$ cat config.mk
export PLATFORM = sky130hd
export DESIGN_NAME = uart_rx_core_m
export DESIGN_NICKNAME = d
export VERILOG_FILES = /design/src/rtl/uart_rx_core_m.sv
export SDC_FILE = /design/constraint.sdc
export NUM_CORES = 1
export LEC_CHECK = 0
export ABC_CLOCK_PERIOD_IN_PS = 4720
export CORE_MARGIN = 2
export CORE_UTILIZATION = 30
export DETAILED_ROUTE_END_ITERATION = 16
export GPL_ROUTABILITY_DRIVEN = 0
export HOLD_SLACK_MARGIN = 0.08
export PLACE_DENSITY = 0.51
export SKIP_CTS_REPAIR_TIMING = 1
export SYNTH_ARGS = -nofsm -noshare
export SYNTH_HDL_FRONTEND = slang
export SYNTH_SLANG_ARGS = --single-unit
export TNS_END_PERCENT = 100
$ cat constraint.sdc
create_clock -name CLK -period 4.72 [get_ports CLK]
set_clock_uncertainty 0.05 [all_clocks]
set_input_delay 0.944 -clock CLK [delete_from_list [all_inputs] [get_ports CLK]]
set_output_delay 0.944 -clock CLK [all_outputs]
set_load 0.005 [all_outputs]
$ cat src/rtl/uart_rx_core_m.sv
// uart_rx_core_m -- oversampling UART receiver core.
//
// Turns an asynchronous serial line into parallel characters. It runs on an
// oversampling clock of baud x OVER_SAMPLING. The frame format is chosen at
// run time: 7 or 8 data bits, optional even/odd parity, and 1 or 2 stop bits.
// The format is captured when a start edge is seen and held for that frame.
//
// Build option:
//   UART_RX_MAJORITY_VOTE_EN - each bit is decided by a 2-of-3 vote over
//   centre-1, centre and centre+1. The vote is registered at centre+1, so the
//   accept strobe comes one cycle later than in the single-sample build.
//
// Ports:
//   CLK           in   oversampling clock
//   RST           in   asynchronous reset, active-high
//   iSEVEN_BIT    in   0 = 8 data bits, 1 = 7 data bits
//   iPARITY_EN    in   1 = a parity bit follows the data bits
//   iODD_PARITY   in   0 = even parity, 1 = odd parity
//   iSTOP_BIT     in   0 = 1 stop bit, 1 = 2 stop bits
//   iUART_RX      in   serial input, idle high, asynchronous to CLK
//   oRETRY        out  one-cycle pulse on a false start or a framing error
//   oPARITY_ERROR out  one-cycle pulse, coincident with oDE, on parity mismatch
//   oDE           out  one-cycle data-valid strobe
//   oDATA         out  last received character
//
// Output protocol: oDE is a plain strobe. There is no ready/backpressure.
// oDATA is valid from the cycle oDE is high until the next accepted frame.
// The consumer must take the character in the cycle oDE is high.
module uart_rx_core_m #(
    parameter int OVER_SAMPLING = 8,
    parameter int DATA_WIDTH    = 8
) (
    input  logic                  CLK,
    input  logic                  RST,
    input  logic                  iSEVEN_BIT,
    input  logic                  iPARITY_EN,
    input  logic                  iODD_PARITY,
    input  logic                  iSTOP_BIT,
    input  logic                  iUART_RX,
    output logic                  oRETRY,
    output logic                  oPARITY_ERROR,
    output logic                  oDE,
    output logic [DATA_WIDTH-1:0] oDATA
);

    localparam int CW = $clog2(OVER_SAMPLING + 1);

`ifdef UART_RX_MAJORITY_VOTE_EN
    localparam int VOTE_DLY = 1;
`else
    localparam int VOTE_DLY = 0;
`endif

    // The sample counter is cleared on the cycle after each decision.
    // The start bit is therefore decided half a bit after T0, and every later
    // bit is decided a full bit after the previous one.
    localparam logic [CW-1:0] START_AT = CW'(OVER_SAMPLING / 2 - 1 + VOTE_DLY);
    localparam logic [CW-1:0] BIT_AT   = CW'(OVER_SAMPLING - 1);

    typedef enum logic [2:0] {
        S_IDLE,
        S_START,
        S_DATA,
        S_PARITY,
        S_STOP,
        S_WAIT_IDLE
    } state_t;

    state_t        state;
    logic          rx_meta;
    logic          rxs;
    logic          rxs_d1;
    logic [CW-1:0] cnt;
    logic [2:0]    bit_cnt;
    logic [7:0]    shreg;
    logic          par_acc;
    logic          par_err;
    logic          cfg_seven;
    logic          cfg_par;
    logic          cfg_odd;
    logic          cfg_two;
    logic          bit_val;
    logic          sample_now;

    // Two-flop synchronizer, plus a history of the synchronized line.
    // The history is used for start-edge detection and, optionally, the vote.
`ifdef UART_RX_MAJORITY_VOTE_EN
    logic rxs_d2;

    always_ff @(posedge CLK or posedge RST) begin
        if (RST) begin
            rx_meta <= 1'b1;
            rxs     <= 1'b1;
            rxs_d1  <= 1'b1;
            rxs_d2  <= 1'b1;
        end else begin
            rx_meta <= iUART_RX;
            rxs     <= rx_meta;
            rxs_d1  <= rxs;
            rxs_d2  <= rxs_d1;
        end
    end

    // The decision is taken at centre+1. At that point, rxs_d1 holds the
    // centre sample and rxs_d2 holds centre-1.
    assign bit_val = (rxs & rxs_d1) | (rxs & rxs_d2) | (rxs_d1 & rxs_d2);
`else
    always_ff @(posedge CLK or posedge RST) begin
        if (RST) begin
            rx_meta <= 1'b1;
            rxs     <= 1'b1;
            rxs_d1  <= 1'b1;
        end else begin
            rx_meta <= iUART_RX;
            rxs     <= rx_meta;
            rxs_d1  <= rxs;
        end
    end

    assign bit_val = rxs;
`endif

    assign sample_now = (state == S_START) ? (cnt == START_AT) : (cnt == BIT_AT);

    always_ff @(posedge CLK or posedge RST) begin
        if (RST) begin
            state         <= S_IDLE;
            cnt           <= '0;
            bit_cnt       <= '0;
            shreg         <= '0;
            par_acc       <= 1'b0;
            par_err       <= 1'b0;
            cfg_seven     <= 1'b0;
            cfg_par       <= 1'b0;
            cfg_odd       <= 1'b0;
            cfg_two       <= 1'b0;
            oRETRY        <= 1'b0;
            oPARITY_ERROR <= 1'b0;
            oDE           <= 1'b0;
            oDATA         <= '0;
        end else begin
            oRETRY        <= 1'b0;
            oPARITY_ERROR <= 1'b0;
            oDE           <= 1'b0;
            cnt           <= cnt + CW'(1);

            case (state)
                S_IDLE: begin
                    if (rxs_d1 && !rxs) begin
                        state     <= S_START;
                        cnt       <= '0;
                        cfg_seven <= iSEVEN_BIT;
                        cfg_par   <= iPARITY_EN;
                        cfg_odd   <= iODD_PARITY;
                        cfg_two   <= iSTOP_BIT;
                    end
                end

                S_START: begin
                    if (sample_now) begin
                        cnt <= '0;
                        if (bit_val) begin
                            // The line went back high before mid-bit: treat it as a glitch.
                            oRETRY <= 1'b1;
                            state  <= S_IDLE;
                        end else begin
                            state   <= S_DATA;
                            bit_cnt <= '0;
                            shreg   <= '0;
                            par_acc <= 1'b0;
                        end
                    end
                end

                S_DATA: begin
                    if (sample_now) begin
                        cnt            <= '0;
                        shreg[bit_cnt] <= bit_val;
                        par_acc        <= par_acc ^ bit_val;
                        bit_cnt        <= bit_cnt + 3'd1;
                        if (bit_cnt == (cfg_seven ? 3'd6 : 3'd7)) begin
                            bit_cnt <= '0;
                            par_err <= 1'b0;
                            state   <= cfg_par ? S_PARITY : S_STOP;
                        end
                    end
                end

                S_PARITY: begin
                    if (sample_now) begin
                        cnt     <= '0;
                        par_err <= (par_acc ^ bit_val) != cfg_odd;
                        state   <= S_STOP;
                    end
                end

                S_STOP: begin
                    if (sample_now) begin
                        cnt <= '0;
                        if (!bit_val) begin
                            // Framing error: drop the character and wait for the line to go high.
                            oRETRY <= 1'b1;
                            state  <= S_WAIT_IDLE;
                        end else if (!cfg_two || bit_cnt == 3'd1) begin
                            oDE           <= 1'b1;
                            oDATA         <= DATA_WIDTH'(shreg);
                            oPARITY_ERROR <= cfg_par & par_err;
                            state         <= S_IDLE;
                        end else begin
                            bit_cnt <= bit_cnt + 3'd1;
                        end
                    end
                end

                S_WAIT_IDLE: begin
                    // A held-low (break) line stays here, so it raises only one retry.
                    if (rxs) begin
                        state <= S_IDLE;
                    end
                end

                default: begin
                    state <= S_IDLE;
                end
            endcase
        end
    end

endmodule

==> run metrics, run 1 <==
status=finished, final reports clean; CP max FO=15; Final Routed Wirelength=3.67 mm; maxcap violations=0; Setup Viol. Count Final=0; CTS H-tree lvls=2; startpoint types=flop; design area=about 2200 sq um; Tightest Hold Check Type=flop to flop; share of cells above drive strength 1=15.7%; CTS tree=built; met2 wire len=1.61 mm; Crit path largest cell delay=between 0.6 and 0.7 ns; post-synthesis cell area=~1900 sq um; Post-Place Cell Area=~2100 sq um; #FFs+latches synth=38; Psw=roughly 380 uW; r2r setup slk=between 2 and 3 ns; core area=6280 sq um; wl on met1=approximately 1.8 mm; syn_area_per_cell=10.4 sq um; routed len/inst=approximately 13 um; vias in the first global route=between 1k and 1.5k; gr ovfl total=0; Top Layer Used=met4; post-synthesis xor/xnor area fraction=2.74%; Die Span X=roughly 84 um; CP arrival=~2.3 ns; Sink Count=38; fmax=0.462 GHz; adder-cell share of the synthesized area=~2.6%; worst endpoint required time=just under 5 ns; hold_sp=rx_meta; Clock power frac=between 20 and 25%; Synthesized Nets=about 200; CTS buffer count=5; post-detailed-route count of antenna-violating nets=0; DIE HEIGHT=around 84 um; Hold Vio Cnt, Final=0; Antenna diodes=0; fin nets=between 200 and 250; minimum clock period=~2.2 ns; RSZ-0062 raised after global routing=false; initial antenna violation count=0; proportion of synthesized area in mux cells=~8.8%; number of flops mapped to enable cells by yosys=0; sequential area share after synthesis=49.8%; slowest cell on the critical path=dfrtp_1; RR Startpoint=state[0]; VDD IR-drop max=about 0.00026 V; I/O Pins=18; Net Sw Frac=between 30 and 40%; Gate Count Post-Synth=185; via count=between 1k and 1.5k; Synth Warn #=0; CP Cell Sequence=nor3b_2 -> mux2i_2 -> nor2_2 -> nand3_4 -> mux2_2; die area=about 7000 sq um; internal power=661 uW; fillcell total=642; first-pass GRT wire length=6.45 mm; largest net degree at the start of global routing=39; Seq pwr share=around 46%; most frequent cells in the layout=dfrtp_1 (35), clkdlybuf4s50_1 (17), nor2_1 (14), o21ai_0 (12); Worst-path clk slew=around 0.080 ns; vias per inst=5.11; commonest non-fill, non-tap cell in the layout=dfrtp_1; Distinct cells, synth=47; CP startpoint=state[0]; TNS Setup=0 ns; Leak=between 0.9 and 1 nW; Clock Tree Buf Depth=2; Clk Latency, worst-skew pair=0.29 ns; DRT iter0 DRCs=64; GRT Total Usage=between 10% and 20%; root buf cell=clkbuf_8; Initial DRT Pass Iterations=4; total power draw=~1.0 mW; Initial Utilization=a little over 30%; num rows=29; area grow syn2layout=16.4%; Met3 Wirelength=about 140 um; post-synthesis compound-gate area fraction=16.9%; Most used DFF post-synth=dfrtp_1; largest family of logic cells by synthesized area=compound AO/OA/AOI/OAI gates; DP HPWL=around 2.5 mm; Power Dens Cells=about 470 nW/um^2; DRC viols=0; Port Buffers=17; Slew headroom=between 50% and 60%; final worst path period share=between 40% and 50%; Max Slew Vio Count=0; Simple-Gate Fraction of Synth Area=between 10% and 20%; Gate power share=31.2%; FFs w/ async S/R, synth=100%; critical setup path kind=flop to flop; Tightest Pin Transition=about 0.6 ns; Crit. End Element=flop
## final timing paths
check                      endpoint  cells after the start
max                        oDATA[3]                      5
min                         bit_val                      0
max reg2reg                oDATA[3]                      5
min reg2reg                 bit_val                      0
max in group asynchronous    rxs_d1                      3
min in group asynchronous    cnt[0]                      3
## synth_stat cells, types with 3 or more instances
cell type	n	area [sq um]
nand4_1	3	18.8
o41ai_1	4	35.0
a21oi_1	10	50.1
ha_1	4	50.1
o21ai_0	12	60.1
nor2_1	14	52.6
dfstp_2	3	78.8
dfrtp_1	35	876
o31ai_1	6	45.0
nor3b_2	3	37.5
inv_1	7	26.3
a31oi_1	5	31.3
clkbuf_1	8	30.0
mux2_2	11	124
nand2_1	11	41.3
xnor2_1	5	43.8
nand2b_1	3	18.8
o21ai_1	4	20.0
## layer usage
metal	vias to the layer above	track usage, %
met1	670	16.1
met5	-	0
met2	39	16.7
met4	0	5.28
li1	687	-
met3	9	2.47
## kinds of logic after synthesis
logic type,after synthesis
adders and majority gates,4
AOI/OAI and AO/OA,51
and+or+nand+nor,50
xor gates and xnor gates,6
DFF,38
muxes,15
buffers and inverters,21
## sequential cells by signal, summed over array words and instances, names as in the netlist
signal	cells
par_acc	1
oDATA	8
state	3
cnt	4
cfg_seven	1
rx_meta	1
rxs_d1	1
cfg_two	1
par_err	1
shreg	8
bit_cnt	3
oRETRY	1
cfg_par	1
bit_val	1
oDE	1
oPARITY_ERROR	1
cfg_odd	1
## metrics by stage
stage	utilization (%)	hold slack, ns	instances	worst slack, ns
after floorplan	-	0.295	185	2.79
after global placement	34.0	0.297	267	2.51
after detailed placement	34.0	0.298	267	2.55
after CTS	35.5	0.310	275	2.53
after global routing	35.5	0.317	275	2.37
final	35.5	0.309	275	2.56
## area by class of cell
class / count / area (sq um) / share of cell area (%)
clock buffers: 6 / 82.6 / 3.70
clock inverters: 2 / 12.5 / 0.561
inverters: 8 / 30.0 / 1.35
multi-input cells: 126 / 877 / 39.3
flip-flops and latches: 38 / 955 / 42.8
well taps: 77 / 96.3 / 4.32
repair buffers: 18 / 178 / 7.96
## critical path: cells and delay by family, from the launching register on
family	cells	cell delay [ns]
muxes	2	0.77
DFF	1	0.64
and+or+nand+nor	3	0.59
## power groups by stage
stage / registers [mW] / clock network (mW) / logic, mW
2_1_floorplan: 0.423 / 0 / 0.325
3_3_place_gp: 0.490 / 0 / 0.326
3_5_place_dp: 0.489 / 0 / 0.325
4_1_cts: 0.482 / 0.246 / 0.327
5_1_grt: 0.498 / 0.257 / 0.371
6_report: 0.483 / 0.235 / 0.326
No activity file was read; power rests on OpenSTA's default activity.
==> run 2: changes to the inputs <==
--- a/config.mk
+++ b/config.mk
@@ -5,7 +5,7 @@
 export SDC_FILE = /design/constraint.sdc
 export NUM_CORES = 1
 export LEC_CHECK = 0
-export ABC_CLOCK_PERIOD_IN_PS = 4720
+export ABC_CLOCK_PERIOD_IN_PS = 2100
 export CORE_MARGIN = 2
 export CORE_UTILIZATION = 30
 export DETAILED_ROUTE_END_ITERATION = 16
==> constraint.sdc (replaced) <==
create_clock -name CLK -period 2.1 [get_ports CLK]
set_clock_uncertainty 0.05 [all_clocks]
set_input_delay 0.42 -clock CLK [delete_from_list [all_inputs] [get_ports CLK]]
set_output_delay 0.42 -clock CLK [all_outputs]
set_load 0.005 [all_outputs]
==> run 2 against run 1 <==
- sequential power is 110% higher
- routed wire length grew 2.0%
- clock-buffer cell count decreased by 1
- fmax is 13% higher
- non-clock buffer count increased by 11
- final cell count grew 4.0%
- worst setup slack got worse by 2.4 ns
==> run metrics, run 2 (synthesized netlist as in run 1, its figures left out) <==
status=finished, final reports clean; DP HPWL=about 2.7 mm; routed len/inst=around 13 um; DRT iter0 DRCs=92; RR Startpoint=cnt[0]; Psw=881 uW; wl on met1=about 2.0 mm; slowest cell on the critical path=dfrtp_1; GRT Total Usage=11.9%; startpoint types=flop; CP max FO=10; num rows=29; hold_sp=rx_meta; Clk Latency, worst-skew pair=around 0.28 ns; Top Layer Used=met4; Worst Hold End=bit_val; Tightest Pin Transition=0.418 ns; die area=a little over 7000 sq um; Seq pwr share=between 30% and 40%; Power Dens Cells=between 1000 and 1500 nW/um^2; Met3 Wirelength=approximately 110 um; final worst path period share=91.4%; Tightest Hold Check Type=flop to flop; worst path buffer plus inverter count=0; CTS buffer count=5; area grow syn2layout=23.9%; VDD IR-drop max=about 0.0005 V; family with the most delay on the worst path=multiplexers; post-detailed-route count of antenna-violating nets=0; Setup Viol. Count Final=0; CTS tree=built; Port Buffers=17; maxcap violations=0; critical setup path kind=flop to flop; Finished Layout Cells=286; Clock power frac=roughly 28%; Post-Place Cell Area=2230 sq um; Clock Tree Buf Depth=2; Die Span X=between 80 and 90 um; Initial Utilization=between 30% and 40%; final core utilization=37.8%; initial antenna violation count=0; I/O Pins=18; first-pass GRT wire length=approximately 6.6 mm; root buf cell=clkbuf_8; Antenna diodes=0; TNS Setup=0 ns; largest net degree at the start of global routing=39; Gate power share=around a third; Initial DRT Pass Iterations=5; Net Sw Frac=33.3%; internal power=~1.8 mW; Sink Count=38; Reg2Reg Depth=6; dpl cells=278; design area=about 2400 sq um; commonest non-fill, non-tap cell in the layout=dfrtp_1; worst reg2reg path endpoint=oDATA[4]; CP arrival=between 2 and 2.5 ns; r2r setup slk=~0.18 ns; CTS H-tree lvls=2; DRC viols=0; Largest regs=oDATA: 8 flops, shreg: 8 flops, cnt: 4 flops; share of cells above drive strength 1=21.1%; Max Slew Vio Count=0; vias in the first global route=1,388; met2 wire len=1.60 mm; Leak=around 1 nW; CP Cell Sequence=ha_1 -> and3b_2 -> mux2i_2 -> nor2_2 -> nand3_4 -> mux2_2; hold depth=0; worst endpoint required time=between 2 and 2.5 ns; Final Routed Wirelength=about 3.7 mm; Slew headroom=roughly 70%; DIE HEIGHT=around 84 um; gr ovfl total=0; fmax=approximately 0.52 GHz; vias per inst=about 5; via count=around 1.4k; final hold slack=roughly 0.31 ns; most frequent cells in the layout=dfrtp_1 (35), clkdlybuf4s50_1 (17), nor2_1 (14), o21ai_0 (12); Hold Vio Cnt, Final=0; Worst path depth=6; RSZ-0062 raised after global routing=false; core area=~6300 sq um; Crit. End Element=flop; minimum clock period=about 1.9 ns; Worst-path clk slew=0.08 ns; Crit path largest cell delay=0.40 ns; fin nets=around 220
==> run 2: worst max path at each step <==
stage / from / endpoint / slack (ns)
floorplan: cnt[0] / oDATA[1] / 0.17
global placement: cnt[0] / shreg[1] / 0.19
detailed placement: cnt[0] / shreg[3] / 0.12
CTS: cnt[0] / shreg[6] / 0.12
global route: cnt[0] / shreg[7] / 0.009
finish: cnt[0] / oDATA[4] / 0.18
==> run 2: layout make-up <==
class	count	area (sq um)
Multi-Input combinational cell	126	883
Clock inverter	3	68.8
Timing Repair Buffer	29	273
Sequential cell	38	955
Tap cell	77	96.3
Fill cell	620	3900
Inverter	8	30.0
Clock buffer	5	68.8
==> run 2: worst reg2reg max path: cells and delay by family, from the launching register on <==
kind                       cells  cell delay, ns
DFF                            1            0.40
muxes                          2            0.58
adders and majority gates      1            0.25
and+or+nand+nor                3            0.53
==> run 2: stage by stage <==
| step | worst slack, ns | power, mW |
|---|---|---|
| floorplan | 0.174 | 1.68 |
| global placement | 0.195 | 1.91 |
| detailed placement | 0.115 | 1.92 |
| CTS | 0.116 | 2.67 |
| global route | 0.00883 | 2.85 |
| finish | 0.181 | 2.65 |
==> run 2: power by group through the flow <==
stage	combinational [mW]	clock, mW	sequential [mW]
final	0.903	0.746	1.00
after global routing	1.02	0.805	1.02
after CTS	0.902	0.763	1.00
after detailed placement	0.904	0	1.01
after global placement	0.901	0	1.01
after floorplan	0.731	0	0.950
==> run 2: layer usage <==
metal / vias to the layer above / GRT usage (%)
met5: - / 0
met4: 0 / 4.40
met2: 28 / 17.3
li1: 709 / -
met3: 7 / 2.97
met1: 665 / 17.0
